--- src/rtl/pc_fetch_unit_pkg.sv ---
// Shared fetch-stage definitions: bus widths, PC step, null-word encoding and
// the fetch state encoding.
package pc_fetch_unit_pkg;

  localparam int unsigned ADDR_W  = 8;
  localparam int unsigned DATA_W  = 32;
  localparam int unsigned PC_STEP = 4;

  // The ROM returns this word past the end of the program; fetch stops on it.
  localparam logic [DATA_W-1:0] INST_NOP_NULL = 32'h0000_0000;

  typedef enum logic {
    RUN  = 1'b0,
    HALT = 1'b1
  } fetch_state_t;

endpackage

--- src/rtl/pc_fetch_unit_pc_reg.sv ---
// Program counter register with +PC_STEP incrementer and redirect mux.
// Redirect targets are forced to word alignment (low two bits cleared).
// Ports:
//   clk, rst_n   clock, async active-low reset (PC <- RESET_PC)
//   advance_i    step the PC by PC_STEP (modulo 2^ADDR_W)
//   redirect_i   load the aligned target (wins over advance_i)
//   target_i     redirect byte address
//   pc_o         current PC
module pc_fetch_unit_pc_reg #(
  parameter int unsigned      ADDR_W   = pc_fetch_unit_pkg::ADDR_W,
  parameter logic [ADDR_W-1:0] RESET_PC = '0
) (
  input  logic              clk,
  input  logic              rst_n,
  input  logic              advance_i,
  input  logic              redirect_i,
  input  logic [ADDR_W-1:0] target_i,
  output logic [ADDR_W-1:0] pc_o
);
  import pc_fetch_unit_pkg::*;

  localparam logic [ADDR_W-1:0] ALIGN_MASK = ~ADDR_W'(3);

  logic [ADDR_W-1:0] pc_d, pc_q;

  // Next PC: redirect > advance > hold
  always_comb begin
    pc_d = pc_q;
    if (redirect_i) begin
      pc_d = target_i & ALIGN_MASK;
    end else if (advance_i) begin
      pc_d = pc_q + ADDR_W'(PC_STEP);
    end
  end

  always_ff @(posedge clk or negedge rst_n) begin
    if (!rst_n) pc_q <= RESET_PC;
    else        pc_q <= pc_d;
  end

  assign pc_o = pc_q;

endmodule

--- src/rtl/pc_fetch_unit.sv ---
// Instruction-fetch stage: drives the ROM address from the PC, captures the
// returned word into an IF/ID register with valid/ready, applies branch
// redirects and halts on the ROM's null word.
// Optional macro BR_MISALIGN_TRAP_EN: adds misalign_o; a branch to a
// non-word-aligned target traps into HALT instead of redirecting.
// Ports:
//   clk, rst_n              clock, async active-low reset
//   imem_addr_o/imem_data_i ROM address (the PC) / combinational read data
//   br_taken_i/br_target_i  redirect request / byte target
//   inst_o, pc_o, valid_o   IF/ID register, handshaked with ready_i
//   halt_o                  fetch stopped on a null word
//   misalign_o              (macro only) misaligned branch trapped
module pc_fetch_unit #(
  parameter int unsigned       ADDR_W   = pc_fetch_unit_pkg::ADDR_W,
  parameter int unsigned       DATA_W   = pc_fetch_unit_pkg::DATA_W,
  parameter logic [ADDR_W-1:0] RESET_PC = 8'h00
) (
  input  logic              clk,
  input  logic              rst_n,
  output logic [ADDR_W-1:0] imem_addr_o,
  input  logic [DATA_W-1:0] imem_data_i,
  input  logic              br_taken_i,
  input  logic [ADDR_W-1:0] br_target_i,
  output logic [DATA_W-1:0] inst_o,
  output logic [ADDR_W-1:0] pc_o,
  output logic              valid_o,
  input  logic              ready_i,
  output logic              halt_o
`ifdef BR_MISALIGN_TRAP_EN
  ,
  output logic              misalign_o
`endif
);
  import pc_fetch_unit_pkg::*;

  fetch_state_t      state_d, state_q;
  logic [DATA_W-1:0] inst_d, inst_q;
  logic [ADDR_W-1:0] pc_out_d, pc_out_q;
  logic              valid_d, valid_q;
  logic              halt_d, halt_q;
  logic [ADDR_W-1:0] pc_c;
  logic              load_c;
  logic              advance_c;
  logic              redirect_c;
`ifdef BR_MISALIGN_TRAP_EN
  logic              misalign_d, misalign_q;
`endif

  pc_fetch_unit_pc_reg #(
    .ADDR_W   (ADDR_W),
    .RESET_PC (RESET_PC)
  ) u_pc_reg (
    .clk        (clk),
    .rst_n      (rst_n),
    .advance_i  (advance_c),
    .redirect_i (redirect_c),
    .target_i   (br_target_i),
    .pc_o       (pc_c)
  );

  // Output register is free when empty or being drained this cycle
  assign load_c = !valid_q || ready_i;

  // Next-state / IF/ID capture: branch > stall > null-word halt > advance
  always_comb begin
    state_d    = state_q;
    inst_d     = inst_q;
    pc_out_d   = pc_out_q;
    valid_d    = valid_q;
    halt_d     = halt_q;
    advance_c  = 1'b0;
    redirect_c = 1'b0;
`ifdef BR_MISALIGN_TRAP_EN
    misalign_d = misalign_q;
`endif
    if (br_taken_i) begin
`ifdef BR_MISALIGN_TRAP_EN
      if (br_target_i[1:0] != 2'b00) begin
        // Trap: PC keeps its value, fetch parks in HALT
        misalign_d = 1'b1;
        state_d    = HALT;
        halt_d     = 1'b1;
        valid_d    = 1'b0;
      end else begin
        misalign_d = 1'b0;
        redirect_c = 1'b1;
        state_d    = RUN;
        halt_d     = 1'b0;
        valid_d    = 1'b0;
      end
`else
      redirect_c = 1'b1;
      state_d    = RUN;
      halt_d     = 1'b0;
      valid_d    = 1'b0;
`endif
    end else if (state_q == RUN) begin
      if (load_c) begin
        if (imem_data_i == DATA_W'(INST_NOP_NULL)) begin
          state_d = HALT;
          halt_d  = 1'b1;
          valid_d = 1'b0;
        end else begin
          inst_d    = imem_data_i;
          pc_out_d  = pc_c;
          valid_d   = 1'b1;
          advance_c = 1'b1;
        end
      end
    end else begin
      // HALT: drain any word still held, capture nothing new
      valid_d = valid_q && !ready_i;
    end
  end

  always_ff @(posedge clk or negedge rst_n) begin
    if (!rst_n) begin
      state_q    <= RUN;
      inst_q     <= '0;
      pc_out_q   <= '0;
      valid_q    <= 1'b0;
      halt_q     <= 1'b0;
`ifdef BR_MISALIGN_TRAP_EN
      misalign_q <= 1'b0;
`endif
    end else begin
      state_q    <= state_d;
      inst_q     <= inst_d;
      pc_out_q   <= pc_out_d;
      valid_q    <= valid_d;
      halt_q     <= halt_d;
`ifdef BR_MISALIGN_TRAP_EN
      misalign_q <= misalign_d;
`endif
    end
  end

  assign imem_addr_o = pc_c;
  assign inst_o      = inst_q;
  assign pc_o        = pc_out_q;
  assign valid_o     = valid_q;
  assign halt_o      = halt_q;
`ifdef BR_MISALIGN_TRAP_EN
  assign misalign_o  = misalign_q;
`endif

endmodule

--- config.mk ---
export PLATFORM = sky130hd
export DESIGN_NAME = pc_fetch_unit
export DESIGN_NICKNAME = d
export VERILOG_FILES = /design/src/rtl/pc_fetch_unit_pkg.sv /design/src/rtl/pc_fetch_unit_pc_reg.sv /design/src/rtl/pc_fetch_unit.sv
export SDC_FILE = /design/constraint.sdc
export NUM_CORES = 1
export LEC_CHECK = 0
export ABC_AREA = 1
export BUFFER_PORTS_ARGS = -buffer_cell sky130_fd_sc_hd__buf_2
export CORE_UTILIZATION = 44
export CTS_BUF_LIST = sky130_fd_sc_hd__clkbuf_8
export DETAILED_ROUTE_END_ITERATION = 10
export HOLD_SLACK_MARGIN = 0.03
export PLACE_DENSITY = 0.82
export REMOVE_ABC_BUFFERS = 1
export SYNTH_ARGS = -nofsm -noshare
export SYNTH_HDL_FRONTEND = slang
export SYNTH_SLANG_ARGS = --single-unit
--- constraint.sdc ---
create_clock -name clk -period 1.16 [get_ports clk]
set_input_delay 0.174 -clock clk [delete_from_list [all_inputs] [get_ports clk]]
set_output_delay 0.174 -clock clk [all_outputs]
set_load 0.02 [all_outputs]
**Yosys cells after proc, flatten, opt, wreduce, memory -nomap -nowiden**

Cells that the tools add are included.
Widths: inputs -> output; s select.

- Logic and storage cells: 40
- Output and inout bits: 50
- Bits of input ports: 44
- Register bits after elaboration: 51

- Bitwise logic cells: 3
- Multiplexer cells: 18
- Equal/unequal tests: 1
- Reduce and logical (&&, ||, !) cells: 11
- $add $sub $neg: 1

Operators with widths:

| cell | count |
|---|---|
| $logic_not 32->1 | 1 |
| $mux 1 | 16 |
| $mux 8 | 2 |
| $add 8x3->8 const B | 1 |
| $reduce_bool 2->1 | 3 |
| $reduce_and 4->1 | 1 |
| $not 1->1 | 3 |
| $reduce_and 3->1 | 1 |
| $reduce_bool 3->1 | 1 |
| $logic_not 1->1 | 2 |
| $ne 2x2->1 const B | 1 |
| $logic_and 1x1->1 | 1 |
| $logic_or 1x1->1 | 1 |

**Logic depth before layout (Yosys ltp)**

Gate-level depths: netlist of the first run.

- Word-level depth: 7
- Gate-level depth with buffers: 11
- Depth with buffers taken out: 10

**By module**

A second synthesis of the first run with hierarchy kept.

- Cell total of the unflattened synthesis: 271
- Area total of the unflattened synthesis: 2254.7 um^2

By module, submodules not included:

| module | cells each | seq. area each (um^2) | area an instance (um^2) | times used |
|---|---|---|---|---|
| pc_fetch_unit | 223 | 1076.0 | 1888.1 | 1 |
| pc_fetch_unit_pc_reg | 48 | 150.1 | 366.6 | 1 |

**Worst setup path before layout of the first run**

No wires, ideal clock.

- Kind: register to register
- From: register valid_q (netlist: valid_o)
- To: register inst_q[0] (netlist: inst_o[0])
- Clock period less this slack: 1.270 ns
- Setup slack: -0.110 ns
- Path buffers: 2
- Data arrival time: 1.139 ns
- Setup time: 0.131 ns
- Required time: 1.029 ns
- Cell stages (with the launch flop): 9
- Cells stage by stage: dfrtp_1 inv_1 nor2_1 inv_1 nand3_2 buf_6 buf_6 nand2_1 o21ai_0

- Word-level cells in the longest chain between the ends: 3

Ends and longest elaborated chain:

| element | line | RTL |
|---|---|---|
| from (decl) | pc_fetch_unit.sv:39 | `logic valid_d, valid_q;` |
| from (signal assigned) | pc_fetch_unit.sv:130 | `valid_q <= valid_d;` |
| $logic_not 1->1 | pc_fetch_unit.sv:62 | `assign load_c = !valid_q \|\| ready_i;` |
| $logic_or 1x1->1 | pc_fetch_unit.sv:62 |  |
| $reduce_and 4->1 (no line) | -- |  |
| to (signal assigned) | pc_fetch_unit.sv:128 | `inst_q <= inst_d;` |
| to (decl) | pc_fetch_unit.sv:37 | `logic [DATA_W-1:0] inst_d, inst_q;` |

No other way between the ends.
A chain may end at the register's enable or synchronous reset.

**Worst setup path in the final report of the first run**

- From: register state_q
- To: register inst_q[30] (netlist: inst_o[30])

- Word-level cells in the longest chain between the ends: 2

Ends and longest elaborated chain:

| element | line | RTL |
|---|---|---|
| from (decl) | pc_fetch_unit.sv:36 | `fetch_state_t state_d, state_q;` |
| from (signal assigned) | pc_fetch_unit.sv:127 | `state_q <= state_d;` |
| $not 1->1 (no line) | -- |  |
| $reduce_and 4->1 (no line) | -- |  |

No other way between the ends.

==> flow_metrics.env, run 1 <==
export IMPL_outcome="complete, but fails checks"
export IMPL_violations="negative setup slack"
export IMPL_cts_max_path_buffers=2
export IMPL_ff_latch_area_um2=1180
export IMPL_cp_top_family="flip-flops"
export IMPL_synth_seq_cells=47
export IMPL_irDropWorstVdd_mv=0.649
export IMPL_grt_max_degree=48
export IMPL_wire_per_inst_um=13.0
export IMPL_slowest_stage="dfrtp_1"
export IMPL_power_frac_comb_pct=33.9
export IMPL_netlist_instances=272
export IMPL_clock_latency_ns=0.30
export IMPL_slew_viol_final=0
export IMPL_synth_most_common_cell="nand2_1"
export IMPL_powerDensity_nw_per_um2=1260
export IMPL_grt_pass1_vias=1909
export IMPL_area_growth_pct=61.5
export IMPL_p_int_mw=2.94
export IMPL_grt_usage_pct=19.9
export IMPL_fin_nets=445
export IMPL_die_x_um=72.8
export IMPL_crit_chain="nor2_4 > nand3_4 > clkbuf_16 > nand2_2 > o21ai_2"
export IMPL_cts_made_buffers=5
export IMPL_grt_ovfl_total=0
export IMPL_hold_path_class="in2reg"
export IMPL_synth_area_top_cells="dfrtp_1 53%, nand2_1 14%, inv_1 7.3%, o21ai_0 6.6%, o21ai_2 3.2%"
export IMPL_clock_sinks=47
export IMPL_power_frac_clock_pct=20.9
export IMPL_wl_um=6100
export IMPL_netlist_top_cells_count="84 x nand2_1, 47 x dfrtp_1, 43 x inv_1, 29 x o21ai_0, 16 x nor2_1"
export IMPL_num_rows=25
export IMPL_power_switching_mw=1.54
export IMPL_period_share_pct=105
export IMPL_worstPathMaxFanout=7
export IMPL_drtIter0Drc=75
export IMPL_end_kind="flop"
export IMPL_post_route_drc_count=0
export IMPL_hold_viol=0
export IMPL_p_sw_share_pct=34.4
export IMPL_syn_area_um2=2210
export IMPL_worstSetupPathType="reg2reg"
export IMPL_antenna_found_initial=0
export IMPL_crit_arrival_ns=1.41
export IMPL_first_pass_iters=4
export IMPL_fill_cells=350
export IMPL_dieArea_um2=5310
export IMPL_vias=2207
export IMPL_synth_top_cell_area_share_pct=53.3
export IMPL_htree_levels=2
export IMPL_io_pins=94
export IMPL_min_period_ns=1.22
export IMPL_setup_viol=35
export IMPL_io_buffers=87
export IMPL_ys_warn_count=0
export IMPL_fin_ws_ns=-0.0576
export IMPL_place_gp_congestion=0.796
export IMPL_yosysSeqAreaShare_pct=53.3
export IMPL_postSynthAreaPerCell_um2=8.12
export IMPL_antenna_left=0
export IMPL_hpwl_um=3480
export IMPL_holdWs_ns=0.115
export IMPL_maxUsedRoutingLayer="met4"
export IMPL_multi_input_area_um2=1070
export IMPL_synth_top_cell_by_area="dfrtp_1"
export IMPL_seq_power_share_pct=45.2
export IMPL_finalClockSkew_ns=0.00710
export IMPL_async_reset_ff_share_pct=100
export IMPL_wl_met1_um=2490
export IMPL_drive_gt1_share_pct=53.6
export IMPL_core_area_um2=4790
export IMPL_clk_pin_slew_ns=0.08
export IMPL_critPathBufInv=1
export IMPL_fin_setup_tns_ns=-1.14
export IMPL_vias_per_cell=4.72
export IMPL_cts_tree="yes"
export IMPL_fmax_mhz=821
export IMPL_synthDistinctLibCells=23
export IMPL_worst_setup_path_start_kind="flop"
export IMPL_crit_required_ns=1.36
export IMPL_finalPower_mw=4.48
export IMPL_cts_root_buf="clkbuf_8"
export IMPL_initial_utilization_pct=46.1
export IMPL_ys_flop_type="dfrtp_1"
export IMPL_power_leakage_nw=1.95
export IMPL_wl_met2_um=3190
export IMPL_maxCapViolCount=0
export IMPL_die_h_um=72.8
export IMPL_grt_pass1_wl_um=8130
export IMPL_synth_edf_count=0
export IMPL_met3_length_um=310
export IMPL_rsz0062_at_grt="true"
export IMPL_n_antenna_cell=0
export IMPL_max_stage_delay_ns=0.42
[what timing repair did]
action	CTS	global route
pin swaps	0	7
hold buffers	1	0
cloned	0	9
endpoints found under the setup margin	40	50
resized for setup	19	110
hold endpoints to repair	47	0
buffers inserted	3	6
[stage by stage]
step | area, um^2 | std cells | utilization (%) | setup slack, ns
global placement | 2870 | 441 | 60.1 | -0.210
floorplan | 2120 | 262 | - | -0.754
CTS | 3070 | 453 | 64.1 | -0.0359
global route | 3570 | 468 | 74.5 | -0.129
finish | 3570 | 468 | 74.5 | -0.0576
detailed placement | 2870 | 441 | 60.1 | -0.296
[final timing paths]
check	start	to	slack, ns	depth (start not counted)
setup / recovery	state_q	inst_o[30]	-0.06	5
hold / removal	imem_data_i[25]	inst_o[25]	0.12	3
setup reg to reg	state_q	inst_o[30]	-0.06	5
hold reg to reg	pc_o[6]	pc_o[6]	0.49	2
max in group asynchronous	rst_n	u_pc_reg.pc_o[3]	0.53	3
min in group asynchronous	rst_n	inst_o[4]	0.38	3
[kinds of logic after synthesis]
family,count (synthesis),synth area share (%)
flip-flops,47,53.3
other,1,0.170
AND/OR/NAND/NOR,118,21.5
AO/OA/AOI/OAI,46,11.8
buffers and inverters,58,12.3
adder cells (fa/ha/maj),1,0.566
XOR/XNOR,1,0.397
[power groups by stage]
stage	Combinational, mW	Sequential [mW]	Clock [mW]
floorplan	0.320	2.27	0
global placement	1.11	1.99	0
detailed placement	1.13	1.99	0
CTS	1.23	1.96	0.973
global route	1.65	2.05	1.02
finish	1.52	2.03	0.939
[layer usage]
layer | GRT usage, % | up-vias
met4 | 5.88 | 0
met2 | 34.9 | 79
met1 | 24.3 | 1026
met3 | 4.70 | 12
met5 | 0 | -
li1 | - | 1090
[sequential cells by signal (all words and copies together), names as in the netlist]
signal         cells
valid_o            1
u_pc_reg.pc_o      6
state_q            1
inst_o            32
pc_o               6
halt_o             1
[cells in the final DEF, fill, tap and decap left out, drive strengths merged, types with 2 or more instances in the layout]
master  count
nand2      85
buf       124
inv        46
clkinv      2
nand3      14
nor2       17
conb        4
o21ai      42
dfrtp      47
nand4       2
a21oi       4
clkbuf     10
[worst min-delay path: cells and delay by family]
kind | cells | cell delay (ns)
AOI/OAI and AO/OA | 1 | 0.06
buffers and inverters | 2 | 0.14
[layout make-up]
class	count	area share, %
Clock inverter	3	0.351
Timing Repair Buffer	130	27.5
Tap cell	67	2.35
Clock buffer	5	1.93
Inverter	45	4.81
Multi-Input combinational cell	171	30.0
Sequential cell	47	33.1
Power figures use the tool's default switching activity.
==> inputs of run 2 (changes only) <==
CORE_UTILIZATION = 40   (was 44)
PLACE_DENSITY = 0.76   (was 0.82)
RECOVER_POWER = 25   (was not set)
==> flow_metrics.env, run 2 (synthesized netlist as in run 1, its figures left out) <==
export IMPL_rsz0062_at_grt="true"
export IMPL_antenna_found_initial=0
export IMPL_violations="negative setup slack"
export IMPL_period_share_pct=101
export IMPL_mostFrequentLayoutCells="82 x buf_2, 69 x nand2_1, 46 x dfrtp_1"
export IMPL_layout_commonest_cell="buf_2"
export IMPL_layoutNonFillerInstCount=454
export IMPL_tightest_slew_ns=0.639
export IMPL_grt_max_degree=48
export IMPL_dieArea_um2=5820
export IMPL_place_ws_ns=-0.270
export IMPL_wire_per_inst_um=11.4
export IMPL_outcome="complete, but fails checks"
export IMPL_setup_viol=4
export IMPL_clock_sinks=47
export IMPL_grt_pass1_vias=2018
export IMPL_hpwl_um=3620
export IMPL_antenna_left=0
export IMPL_crit_arrival_ns=1.36
export IMPL_hold_viol=0
export IMPL_io_pins=94
export IMPL_end_kind="flop"
export IMPL_cts_max_path_buffers=2
export IMPL_powerDensity_nw_per_um2=1360
export IMPL_core_area_um2=5200
export IMPL_n_antenna_cell=0
export IMPL_fin_ws_ns=-0.0144
export IMPL_worst_setup_path_start_kind="flop"
export IMPL_clk_pin_slew_ns=0.08
export IMPL_cts_made_buffers=5
export IMPL_min_period_ns=1.17
export IMPL_drive_gt1_share_pct=42.7
export IMPL_grt_usage_pct=18.3
export IMPL_slew_viol_final=0
export IMPL_first_pass_iters=5
export IMPL_power_leakage_nw=1.75
export IMPL_drtIter0Drc=59
export IMPL_initial_utilization_pct=42.4
export IMPL_post_route_drc_count=0
export IMPL_htree_levels=2
export IMPL_placedCellCount=441
export IMPL_io_buffers=87
export IMPL_worstPathMaxFanout=4
export IMPL_clock_latency_ns=0.29
export IMPL_final_util_pct=60.7
export IMPL_cts_root_buf="clkbuf_8"
export IMPL_fmax_mhz=852
export IMPL_num_rows=26
export IMPL_die_h_um=76.3
export IMPL_wl_um=5170
export IMPL_holdWs_ns=0.121
export IMPL_die_x_um=76.3
export IMPL_worstSetupPathType="reg2reg"
export IMPL_irDropWorstVdd_mv=0.537
export IMPL_maxCapViolCount=0
export IMPL_area_growth_pct=43.0
export IMPL_vias_per_cell=4.54
export IMPL_fin_nets=428
export IMPL_largest_reg_flops=32
export IMPL_vias=2059
export IMPL_crit_required_ns=1.35
export IMPL_slew_headroom_pct=57.4
export IMPL_grt_pass1_wl_um=8640
export IMPL_finalPower_mw=4.30
export IMPL_grt_ovfl_total=0
export IMPL_hold_path_class="in2reg"
export IMPL_place_gp_congestion=0.799
export IMPL_finalClockSkew_ns=0.00626
export IMPL_cts_tree="yes"
==> run 2: per-layer routing <==
layer  routed length, um  global-route usage, %  vias up
li1                    -                      -     1049
met5                   0                      0        -
met4                  53                   5.38        0
met3                 241                   3.35        9
met1                2330                   23.1      938
met2                2540                   32.1       63
==> run 2: critical path, stage by stage, from the launching register on <==
cell     delay, ns
dfrtp_1       0.44
nand3_2       0.11
nor3_2        0.19
nand2_1       0.09
nand2_2       0.07
o21ai_2       0.06
nand2_1       0.07
nand2_1       0.05
==> run 2: area by class of cell <==
cell class,instances,area (um^2)
clock buffer,7,96.3
sequential,47,1180
multi-input combinational,170,883
tap,70,87.6
fill,495,2050
inverter,45,169
timing repair buffer,114,741
clock inverter,1,3.75
==> run 2: metrics by stage <==
step	area (um^2)	setup TNS, ns
2_1_floorplan	2120	-28.57
3_3_place_gp	2840	-8.44
3_5_place_dp	2840	-9.97
4_1_cts	3030	-0.0547
5_1_grt	3160	-2.63
6_report	3160	-0.0396
==> run 2: final timing paths <==
check                                       from  depth (start not counted)  slack (ns)          endpoint
worst max-delay path            u_pc_reg.pc_o[3]                          7       -0.01  u_pc_reg.pc_o[7]
worst max register to register  u_pc_reg.pc_o[3]                          7       -0.01  u_pc_reg.pc_o[7]
worst min-delay path             imem_data_i[28]                          3        0.12        inst_o[28]
min in group asynchronous                  rst_n                          3        0.56         inst_o[7]
worst min register to register        inst_o[25]                          2        0.49        inst_o[25]
max in group asynchronous                  rst_n                          3        0.15  u_pc_reg.pc_o[2]
==> run 2: repair_timing <==
action                                  in CTS  in global routing
endpoints found under the setup margin      32                 47
endpoints found under the hold margin       47                  0
gates cloned                                 0                  1
buffers inserted                             1                  4
gates resized for setup                     19                 51
pin swaps                                    0                  8
hold buffers                                 1                  0
==> run 2: power by group <==
group	internal, mW	leakage, nW	switching [mW]
registers	1.85	0.581	0.137
clock network	0.535	0.0557	0.511
logic	0.525	1.12	0.740
